**src/rtl/alu_wide_sequencer.sv**
```systemverilog
// alu_wide_sequencer: runs one (16*WORDS)-bit operation on an external 16-bit ALU,
// one limb per cycle, chaining the ALU carry between limbs. It assembles the wide
// result and the flags {CF, ZF, NF, VF, PF}.
// Ports:
//   clk, rst_n            clock, async active-low reset
//   start, op, opa, opb   request (accepted in IDLE only), opcode, wide operands
//   busy, done            busy during RUN; done is a one-cycle completion pulse
//   result, flags         wide result and flags, held until the next completion
//   alu_A/B/F/Cin         registered drive to the ALU
//   alu_Result/Status     combinational ALU response, sampled on each RUN edge
module alu_wide_sequencer #(
  parameter int unsigned WORDS = 4
) (
  input  logic                  clk,
  input  logic                  rst_n,
  input  logic                  start,
  input  logic [2:0]            op,
  input  logic [16*WORDS-1:0]   opa,
  input  logic [16*WORDS-1:0]   opb,
  output logic                  busy,
  output logic                  done,
  output logic [16*WORDS-1:0]   result,
  output logic [4:0]            flags,
  output logic [15:0]           alu_A,
  output logic [15:0]           alu_B,
  output logic [4:0]            alu_F,
  output logic                  alu_Cin,
  input  logic [15:0]           alu_Result,
  input  logic [5:0]            alu_Status
);

  localparam int unsigned W     = 16 * WORDS;
  localparam int unsigned IDX_W = $clog2(WORDS);

  localparam logic [1:0] S_IDLE = 2'd0;
  localparam logic [1:0] S_RUN  = 2'd1;
  localparam logic [1:0] S_DONE = 2'd2;

  localparam logic [2:0] OP_ADD = 3'b000;
  localparam logic [2:0] OP_SUB = 3'b001;
  localparam logic [2:0] OP_AND = 3'b010;
  localparam logic [2:0] OP_OR  = 3'b011;
  localparam logic [2:0] OP_XOR = 3'b100;
  localparam logic [2:0] OP_SHL = 3'b101;
  localparam logic [2:0] OP_SHR = 3'b110;
  localparam logic [2:0] OP_SAR = 3'b111;

  localparam logic [4:0] F_ADD = 5'b00100;
  localparam logic [4:0] F_ADC = 5'b00101;
  localparam logic [4:0] F_SUB = 5'b00110;
  localparam logic [4:0] F_SBB = 5'b00111;
  localparam logic [4:0] F_AND = 5'b01000;
  localparam logic [4:0] F_OR  = 5'b01001;
  localparam logic [4:0] F_XOR = 5'b01010;
  localparam logic [4:0] F_RCL = 5'b10110;
  localparam logic [4:0] F_RCR = 5'b10111;

  // ALU opcode for the first limb of an operation
  function automatic logic [4:0] first_f(input logic [2:0] o);
    case (o)
      OP_ADD:  return F_ADD;
      OP_SUB:  return F_SUB;
      OP_AND:  return F_AND;
      OP_OR:   return F_OR;
      OP_XOR:  return F_XOR;
      OP_SHL:  return F_RCL;
      default: return F_RCR;
    endcase
  endfunction

  // ALU opcode for the remaining limbs (carry-chained forms for ADD/SUB)
  function automatic logic [4:0] rest_f(input logic [2:0] o);
    case (o)
      OP_ADD:  return F_ADC;
      OP_SUB:  return F_SBB;
      default: return first_f(o);
    endcase
  endfunction

  function automatic logic is_logic(input logic [2:0] o);
    return (o == OP_AND) || (o == OP_OR) || (o == OP_XOR);
  endfunction

  function automatic logic is_shift(input logic [2:0] o);
    return (o == OP_SHL) || (o == OP_SHR) || (o == OP_SAR);
  endfunction

  // Right shifts walk limbs from high to low so the carry moves downward
  function automatic logic is_down(input logic [2:0] o);
    return (o == OP_SHR) || (o == OP_SAR);
  endfunction

  logic [1:0]             state_q, state_d;
  logic [WORDS-1:0][15:0] opa_l, opb_l;
  logic [WORDS-1:0][15:0] a_q, a_d, b_q, b_d, acc_q, acc_d, last_res;
  logic [2:0]             op_q, op_d;
  logic [IDX_W-1:0]       idx_q, idx_d, cnt_q, cnt_d, start_idx, next_idx;
  logic                   busy_d, done_d, cf_fin, vf_fin;
  logic [W-1:0]           result_d;
  logic [4:0]             flags_d;
  logic [15:0]            alu_A_d, alu_B_d;
  logic [4:0]             alu_F_d;
  logic                   alu_Cin_d;
  logic                   unused_status;

  assign opa_l = opa;
  assign opb_l = opb;

  // Only CF and VF of the ALU status are consumed
  assign unused_status = ^{alu_Status[4:3], alu_Status[1:0]};

  // Next-state and registered-output computation
  always_comb begin
    state_d   = state_q;
    a_d       = a_q;
    b_d       = b_q;
    op_d      = op_q;
    idx_d     = idx_q;
    cnt_d     = cnt_q;
    acc_d     = acc_q;
    result_d  = result;
    flags_d   = flags;
    busy_d    = 1'b0;
    done_d    = 1'b0;
    alu_A_d   = 16'h0000;
    alu_B_d   = 16'h0000;
    alu_F_d   = 5'b00000;
    alu_Cin_d = 1'b0;

    start_idx = is_down(op) ? IDX_W'(WORDS - 1) : '0;
    next_idx  = is_down(op_q) ? (idx_q - IDX_W'(1)) : (idx_q + IDX_W'(1));
    last_res  = acc_q;
    last_res[idx_q] = alu_Result;
    cf_fin    = is_logic(op_q) ? 1'b0 : alu_Status[5];
    vf_fin    = ((op_q == OP_ADD) || (op_q == OP_SUB)) ? alu_Status[2] : 1'b0;

    case (state_q)
      S_IDLE: begin
        if (start) begin
          a_d       = opa_l;
          b_d       = opb_l;
          op_d      = op;
          idx_d     = start_idx;
          cnt_d     = '0;
          acc_d     = '0;
          alu_A_d   = opa_l[start_idx];
          alu_B_d   = is_shift(op) ? 16'h0000 : opb_l[start_idx];
          alu_F_d   = first_f(op);
          alu_Cin_d = (op == OP_SAR) ? opa_l[WORDS-1][15] : 1'b0;
          busy_d    = 1'b1;
          state_d   = S_RUN;
        end
      end
      S_RUN: begin
        acc_d = last_res;
        if (cnt_q == IDX_W'(WORDS - 1)) begin
          result_d = last_res;
          flags_d  = {cf_fin, ~|last_res, last_res[WORDS-1][15], vf_fin, ~^last_res};
          done_d   = 1'b1;
          state_d  = S_DONE;
        end else begin
          idx_d     = next_idx;
          cnt_d     = cnt_q + IDX_W'(1);
          alu_A_d   = a_q[next_idx];
          alu_B_d   = is_shift(op_q) ? 16'h0000 : b_q[next_idx];
          alu_F_d   = rest_f(op_q);
          alu_Cin_d = is_logic(op_q) ? 1'b0 : alu_Status[5];
          busy_d    = 1'b1;
        end
      end
      S_DONE: begin
        state_d = S_IDLE;
      end
      default: begin
        state_d = S_IDLE;
      end
    endcase
  end

  // State and output registers; reset aborts any operation in flight
  always_ff @(posedge clk or negedge rst_n) begin
    if (!rst_n) begin
      state_q <= S_IDLE;
      a_q     <= '0;
      b_q     <= '0;
      op_q    <= 3'b000;
      idx_q   <= '0;
      cnt_q   <= '0;
      acc_q   <= '0;
      busy    <= 1'b0;
      done    <= 1'b0;
      result  <= '0;
      flags   <= 5'b00000;
      alu_A   <= 16'h0000;
      alu_B   <= 16'h0000;
      alu_F   <= 5'b00000;
      alu_Cin <= 1'b0;
    end else begin
      state_q <= state_d;
      a_q     <= a_d;
      b_q     <= b_d;
      op_q    <= op_d;
      idx_q   <= idx_d;
      cnt_q   <= cnt_d;
      acc_q   <= acc_d;
      busy    <= busy_d;
      done    <= done_d;
      result  <= result_d;
      flags   <= flags_d;
      alu_A   <= alu_A_d;
      alu_B   <= alu_B_d;
      alu_F   <= alu_F_d;
      alu_Cin <= alu_Cin_d;
    end
  end

endmodule

```
**config.mk**
```make
export PLATFORM = sky130hd
export DESIGN_NAME = alu_wide_sequencer
export DESIGN_NICKNAME = d
export VERILOG_FILES = /design/src/rtl/alu_wide_sequencer.sv
export SDC_FILE = /design/constraint.sdc
export NUM_CORES = 1
export LEC_CHECK = 0
export ABC_AREA = 0
export CORE_MARGIN = 2
export CORE_UTILIZATION = 50
export CTS_CLUSTER_SIZE = 14
export DETAILED_ROUTE_END_ITERATION = 8
export PLACE_DENSITY = 0.78
export SYNTH_ARGS = -nofsm -noshare
export SYNTH_HDL_FRONTEND = slang
export SYNTH_SLANG_ARGS = --single-unit
export TNS_END_PERCENT = 1
```
**constraint.sdc**
```tcl
create_clock -name clk -period 4.5 [get_ports clk]
set_input_delay 0.9 -clock clk [delete_from_list [all_inputs] [get_ports clk]]
set_output_delay 0.9 -clock clk [all_outputs]
set_load 0.005 [all_outputs]
```
==> results of run 1 <==
## cells by family after synthesis
group,share of synthesized area
flip-flops,0.567
AO/OA/AOI/OAI,0.0722
XOR/XNOR,0.0226
adder cells (fa/ha/maj),0.0303
AND/OR/NAND/NOR,0.165
buffers and inverters,0.0294
multiplexers,0.113
## metrics by stage
stage | instance area [um^2] | util | setup WS, ns | hold WS (ns)
finish | 17500 | 0.651 | 1.15 | 0.432
CTS | 17500 | 0.651 | 1.16 | 0.470
detailed placement | 16500 | 0.613 | 1.14 | 0.457
global placement | 16500 | 0.613 | 1.18 | 0.451
floorplan | 13600 | - | 1.94 | 0.440
global route | 17500 | 0.651 | 0.954 | 0.481
## worst max-delay path: stages, from the launching register on
cell and delay, ns:
dfrtp_1 0.55, nand2b_1 0.87, mux2i_1 0.41, ha_1 0.31, xor2_1 0.17, xnor2_1 0.30
xnor2_1 0.15, xnor2_1 0.22, xnor2_1 0.14, o21ai_0 0.08
## area by class of cell
class | instances | share of cell area
Sequential cell | 309 | 0.442
Multi-Input combinational cell | 944 | 0.316
Timing Repair Buffer | 277 | 0.158
Clock buffer | 55 | 0.0566
Tap cell | 341 | 0.0244
Clock inverter | 4 | 0.00172
Inverter | 6 | 0.00129
Antenna cell | 1 | 0.000143
## cells in the final DEF (no fill, tap or decap), drive strengths merged
cell type	count
a21oi	4
a22o	17
a31oi	1
and2	2
and3	1
buf	18
clkbuf	55
clkdlybuf4s50	259
clkinv	2
dfrtp	309
diode	1
ha	33
inv	8
mux2i	82
mux4	32
nand2	552
nand2b	4
nand3	5
nand4	8
nor2	7
nor2b	1
nor3	1
nor4	2
o21ai	153
o21bai	1
o22ai	3
o2bb2ai	1
o31ai	1
xnor2	30
xor2	3
## cells in the mapped netlist
library cell | count | area share
dfrtp_1 | 309 | 0.57
nand2_1 | 551 | 0.15
nand4_1 | 8 | 0.0037
xor2_1 | 3 | 0.0019
and2_1 | 2 | 0.00092
buf_2 | 11 | 0.0040
o21ai_0 | 150 | 0.055
ha_1 | 33 | 0.030
nor3_1 | 1 | 0.00037
o21ai_1 | 3 | 0.0011
buf_4 | 5 | 0.0028
o2bb2ai_1 | 1 | 0.00064
mux4_2 | 32 | 0.053
nor2b_1 | 1 | 0.00046
o21bai_1 | 1 | 0.00055
o22ai_1 | 3 | 0.0014
nand3_1 | 5 | 0.0018
clkbuf_1 | 61 | 0.017
a21oi_1 | 4 | 0.0015
a22o_1 | 17 | 0.011
xnor2_4 | 1 | 0.0020
nor2_1 | 6 | 0.0017
nand2b_1 | 4 | 0.0018
nor2_2 | 1 | 0.00046
mux2i_1 | 82 | 0.060
buf_1 | 3 | 0.00083
a31oi_1 | 1 | 0.00046
and3_1 | 1 | 0.00046
o31ai_1 | 1 | 0.00055
nor4_1 | 2 | 0.00092
nand2_4 | 1 | 0.00083
inv_1 | 6 | 0.0017
buf_6 | 4 | 0.0033
xnor2_1 | 29 | 0.019
## sequential cells by signal, summed over array words and instances (netlist names)
| name | cells |
|---|---|
| a_q | 64 |
| acc_q | 64 |
| b_q | 64 |
| result | 63 |
| alu_A | 16 |
| alu_B | 16 |
| alu_F | 5 |
| flags | 5 |
| op_q | 3 |
| cnt_q | 2 |
| idx_q | 2 |
| state_q | 2 |
| alu_Cin | 1 |
| busy | 1 |
| done | 1 |
## power by group
group	internal, mW	total (mW)	switching (mW)
Sequential	3.98	4.63	0.648
Clock	1.51	2.60	1.09
Combinational	3.34	6.68	3.34
Total	8.82	13.9	5.08
## metal layers
metal	part of all wire	vias up	wire length [um]	global-route usage
met1	0.41	5082	14300	0.329
met4	0.025	0	869	0.0758
li1	-	4908	-	-
met5	0	-	0	0
met2	0.48	390	16900	0.400
met3	0.085	61	2990	0.0690
## final timing paths
check | startpoint | to | slack (ns) | cells past startpoint
max in group asynchronous | rst_n | acc_q[41] | 3.04 | 2
min in group clk | flags[3] | flags[3] | 0.47 | 2
worst max-delay path | idx_q[1] | flags[0] | 1.15 | 9
worst max register to register | idx_q[1] | flags[0] | 1.15 | 9
worst min register to register | flags[3] | flags[3] | 0.47 | 2
worst min-delay path | rst_n | result[25] | 0.43 | 1
==> results.sh, run 1 <==
export IMPL_synthCells=1343
export IMPL_worstPathRequired_ns=4.85
export IMPL_final_max_slew_viol_count=0
export IMPL_root_buffer="clkbuf_16"
export IMPL_finalSetupViolations=0
export IMPL_htree_levels=2
export IMPL_io_buffer_count=260
export IMPL_initial_utilization=0.507
export IMPL_arrival_ns=3.70
export IMPL_cts_sinks=309
export IMPL_io_pins=265
export IMPL_hold_viol_final=0
export IMPL_cts_hold_buf=0
export IMPL_drive_gt1_frac=0.0639
export IMPL_path_max_fanout=16
export IMPL_rsz0062_at_grt="no"
export IMPL_fin_nets=1761
export IMPL_ys_seq_elements=309
export IMPL_clkTransAtPathRegs_ns=0.06
export IMPL_grt_pass1_vias=10500
export IMPL_drt_pass1_iter_count=5
export IMPL_slew_headroom=0.286
export IMPL_fin_crit_sh=0.745
export IMPL_p_leak_nw=8.40
export IMPL_cts_buffer_depth=3
export IMPL_synth_area_um2=13600
export IMPL_grtUsageTotal=0.248
export IMPL_multi_input_area_um2=5530
export IMPL_vdd_drop_max_mv=0.641
export IMPL_syn_nets=1532
export IMPL_fin_setup_tns_ns=0
export IMPL_wl_per_cell_um=18.1
export IMPL_post_cts_buffers=0
export IMPL_clock_latency_ns=0.51
export IMPL_fin_skew_ns=0.0156
export IMPL_drt_initial_drc_count=876
export IMPL_routed_wl_um=35100
export IMPL_core_um2=26900
export IMPL_vias=10400
export IMPL_drc=0
export IMPL_power_density_nw_per_um2=794
export IMPL_fin_crit_ns=3.35
export IMPL_status="finished clean"
export IMPL_antenna_found_initial=1
export IMPL_grt_first_pass_wirelength_um=55500
export IMPL_syn_to_final_growth_pct=28.4
export IMPL_final_antenna_net_count=0
export IMPL_grt_start_max_net_pins=115
export IMPL_regArea_um2=7730
export IMPL_fmaxAchievable_ghz=0.298
export IMPL_rows=60
export IMPL_synthDistinctLibCells=34
export IMPL_stdcell_count=1937
export IMPL_grt_remaining_overflow=0
export IMPL_crit_path_end_kind="flop"
export IMPL_cts_buffers=34
export IMPL_tritoncts="yes"
export IMPL_total_power_mw=13.9
export IMPL_fill_cells=2119
export IMPL_hold_class="in2async"
export IMPL_syn_avg_cell_area_um2=10.1
export IMPL_die_w_um=169
export IMPL_post_dp_hpwl_um=23500
export IMPL_max_slew_worst_pin_slew_ns=1.07
export IMPL_place_inst=1877
export IMPL_die_h_um=169
export IMPL_viasPerCell=5.39
export IMPL_die_area_um2=28600
export IMPL_critPathKind="reg2reg"
export IMPL_place_gp_congestion=0.810
export IMPL_max_cap_violations=0
export IMPL_yosysWarningCount=0
export IMPL_yosysSeqAreaShare=0.567
export IMPL_cts_resized=0
export IMPL_cp_start_kind="flop"
Note: power is estimated with default switching activity, not from simulation.
==> run 2: changes to the inputs <==
==> constraint.sdc (replaced) <==
create_clock -name clk -period 3.15 [get_ports clk]
set_input_delay 0.63 -clock clk [delete_from_list [all_inputs] [get_ports clk]]
set_output_delay 0.63 -clock clk [all_outputs]
set_load 0.005 [all_outputs]
==> run 2 against run 1 <==
  * Via count up 1.7%
  * Sequential cell count unchanged
  * Cell count up 1.9%
  * Clock-buffer cell count down 5
  * Routed wire length up 1.2%
  * Global-route usage up 0.28 points
  * Non-clock buffer count up 34
  * Critical endpoint unchanged
==> results.sh, run 2 (same netlist as run 1, synthesis figures left out) <==
export IMPL_status="finished clean"
export IMPL_vdd_drop_max_mv=0.885
export IMPL_cts_resized=0
export IMPL_grtUsageTotal=0.250
export IMPL_place_gp_congestion=0.858
export IMPL_core_um2=26900
export IMPL_final_max_slew_viol_count=0
export IMPL_grt_pass1_vias=10900
export IMPL_arrival_ns=3.20
export IMPL_fin_crit_ns=2.84
export IMPL_root_buffer="clkbuf_16"
export IMPL_slew_headroom=0.492
export IMPL_crit_path_cell_trace="nand2b_1 -> buf_4 -> mux2i_1 -> ha_1 -> xnor2_1 -> xnor2_1 -> xnor2_1 -> xnor2_1 -> xnor2_1 -> o21ai_0"
export IMPL_worstPathRequired_ns=3.50
export IMPL_reg2reg_depth=10
export IMPL_grt_start_max_net_pins=82
export IMPL_post_dp_hpwl_um=23600
export IMPL_antenna_found_initial=0
export IMPL_post_cts_buffers=0
export IMPL_fin_skew_ns=0.0112
export IMPL_routed_wl_um=35500
export IMPL_die_area_um2=28600
export IMPL_cts_hold_buf=0
export IMPL_place_area_um2=16800
export IMPL_fin_setup_tns_ns=0
export IMPL_cts_buffer_depth=3
export IMPL_vias=10600
export IMPL_drc=0
export IMPL_critPathKind="reg2reg"
export IMPL_die_h_um=169
export IMPL_place_inst=1911
export IMPL_tritoncts="yes"
export IMPL_fin_ws_ns=0.307
export IMPL_grt_remaining_overflow=0
export IMPL_design_area_um2=17900
export IMPL_final_cell_mix="549 x nand2_1, 308 x dfrtp_1, 259 x clkdlybuf4s50_1"
export IMPL_max_cap_violations=0
export IMPL_total_power_mw=20.7
export IMPL_die_w_um=169
export IMPL_path_max_fanout=16
export IMPL_final_util=0.668
export IMPL_htree_levels=2
export IMPL_hold_class="in2async"
export IMPL_cts_sinks=309
export IMPL_p_leak_nw=8.64
export IMPL_pre_cts_slack_ns=0.130
export IMPL_drt_pass1_iter_count=5
export IMPL_io_buffer_count=260
export IMPL_viasPerCell=5.38
export IMPL_syn_to_final_growth_pct=31.7
export IMPL_slowest_stage="dfrtp_1"
export IMPL_cts_buffers=34
export IMPL_clkTransAtPathRegs_ns=0.06
export IMPL_wl_per_cell_um=18.0
export IMPL_fin_nets=1795
export IMPL_cp_start_kind="flop"
export IMPL_final_antenna_net_count=0
export IMPL_clock_latency_ns=0.51
export IMPL_max_slew_worst_pin_slew_ns=0.763
export IMPL_crit_path_end_kind="flop"
export IMPL_stdcell_count=1973
export IMPL_max_stage_delay_ns=0.54
export IMPL_cpMostUsedCell="xnor2_1"
export IMPL_hold_viol_final=0
export IMPL_initial_utilization=0.507
export IMPL_fin_crit_sh=0.902
export IMPL_fin_hold_ws_ns=0.116
export IMPL_grt_first_pass_wirelength_um=56700
export IMPL_drive_gt1_frac=0.0895
export IMPL_rsz0062_at_grt="no"
export IMPL_fmaxAchievable_ghz=0.352
export IMPL_antennaDiodeCount=0
export IMPL_fill_cells=2075
export IMPL_power_density_nw_per_um2=1150
export IMPL_final_common_cell="nand2_1"
export IMPL_drt_initial_drc_count=942
export IMPL_finalSetupViolations=0
export IMPL_reg_top3="a_q: 64 flops, acc_q: 64 flops, b_q: 64 flops"
export IMPL_io_pins=265
export IMPL_rows=60
run 2: area by class of cell:
cell class / count / area, um^2 / share of cell area
flip-flops and latches: 309 / 7730 / 0.431
multi-input cells: 944 / 5530 / 0.308
repair buffers: 311 / 3080 / 0.171
clock buffers: 50 / 1010 / 0.0565
well taps: 341 / 427 / 0.0238
clock inverters: 12 / 146 / 0.00816
inverters: 6 / 22.5 / 0.00125
run 2: routing by layer:
metal | track usage | up-vias | routed length [um]
met5 | 0 | - | 0
met4 | 0.0780 | 0 | 888
met3 | 0.0500 | 67 | 2440
met2 | 0.412 | 351 | 17100
met1 | 0.339 | 5227 | 15100
li1 | - | 4976 | -
run 2: final timing paths:
path	from	to	slack, ns
hold reg to reg	b_q[43]	b_q[43]	0.47
hold / removal	rst_n	acc_q[25]	0.12
setup / recovery	idx_q[1]	flags[0]	0.31
min in group clk	b_q[43]	b_q[43]	0.47
setup reg to reg	idx_q[1]	flags[0]	0.31
max in group asynchronous	rst_n	a_q[30]	2.14
run 2: power breakdown:
part	internal [mW]	switching, mW	total [mW]	leakage (nW)
Clock	2.49	1.60	4.10	0.568
Sequential	5.68	0.954	6.64	3.93
Combinational	5.03	4.89	9.92	4.14
run 2: critical path: cells and delay by family (launching register included):
family                     cells  cell delay, ns
AOI/OAI and AO/OA              1            0.10
xor gates and xnor gates       5            0.91
adders and majority gates      1            0.31
buffers and inverters          1            0.30
DFF                            1            0.54
muxes                          1            0.34
and+or+nand+nor                1            0.17
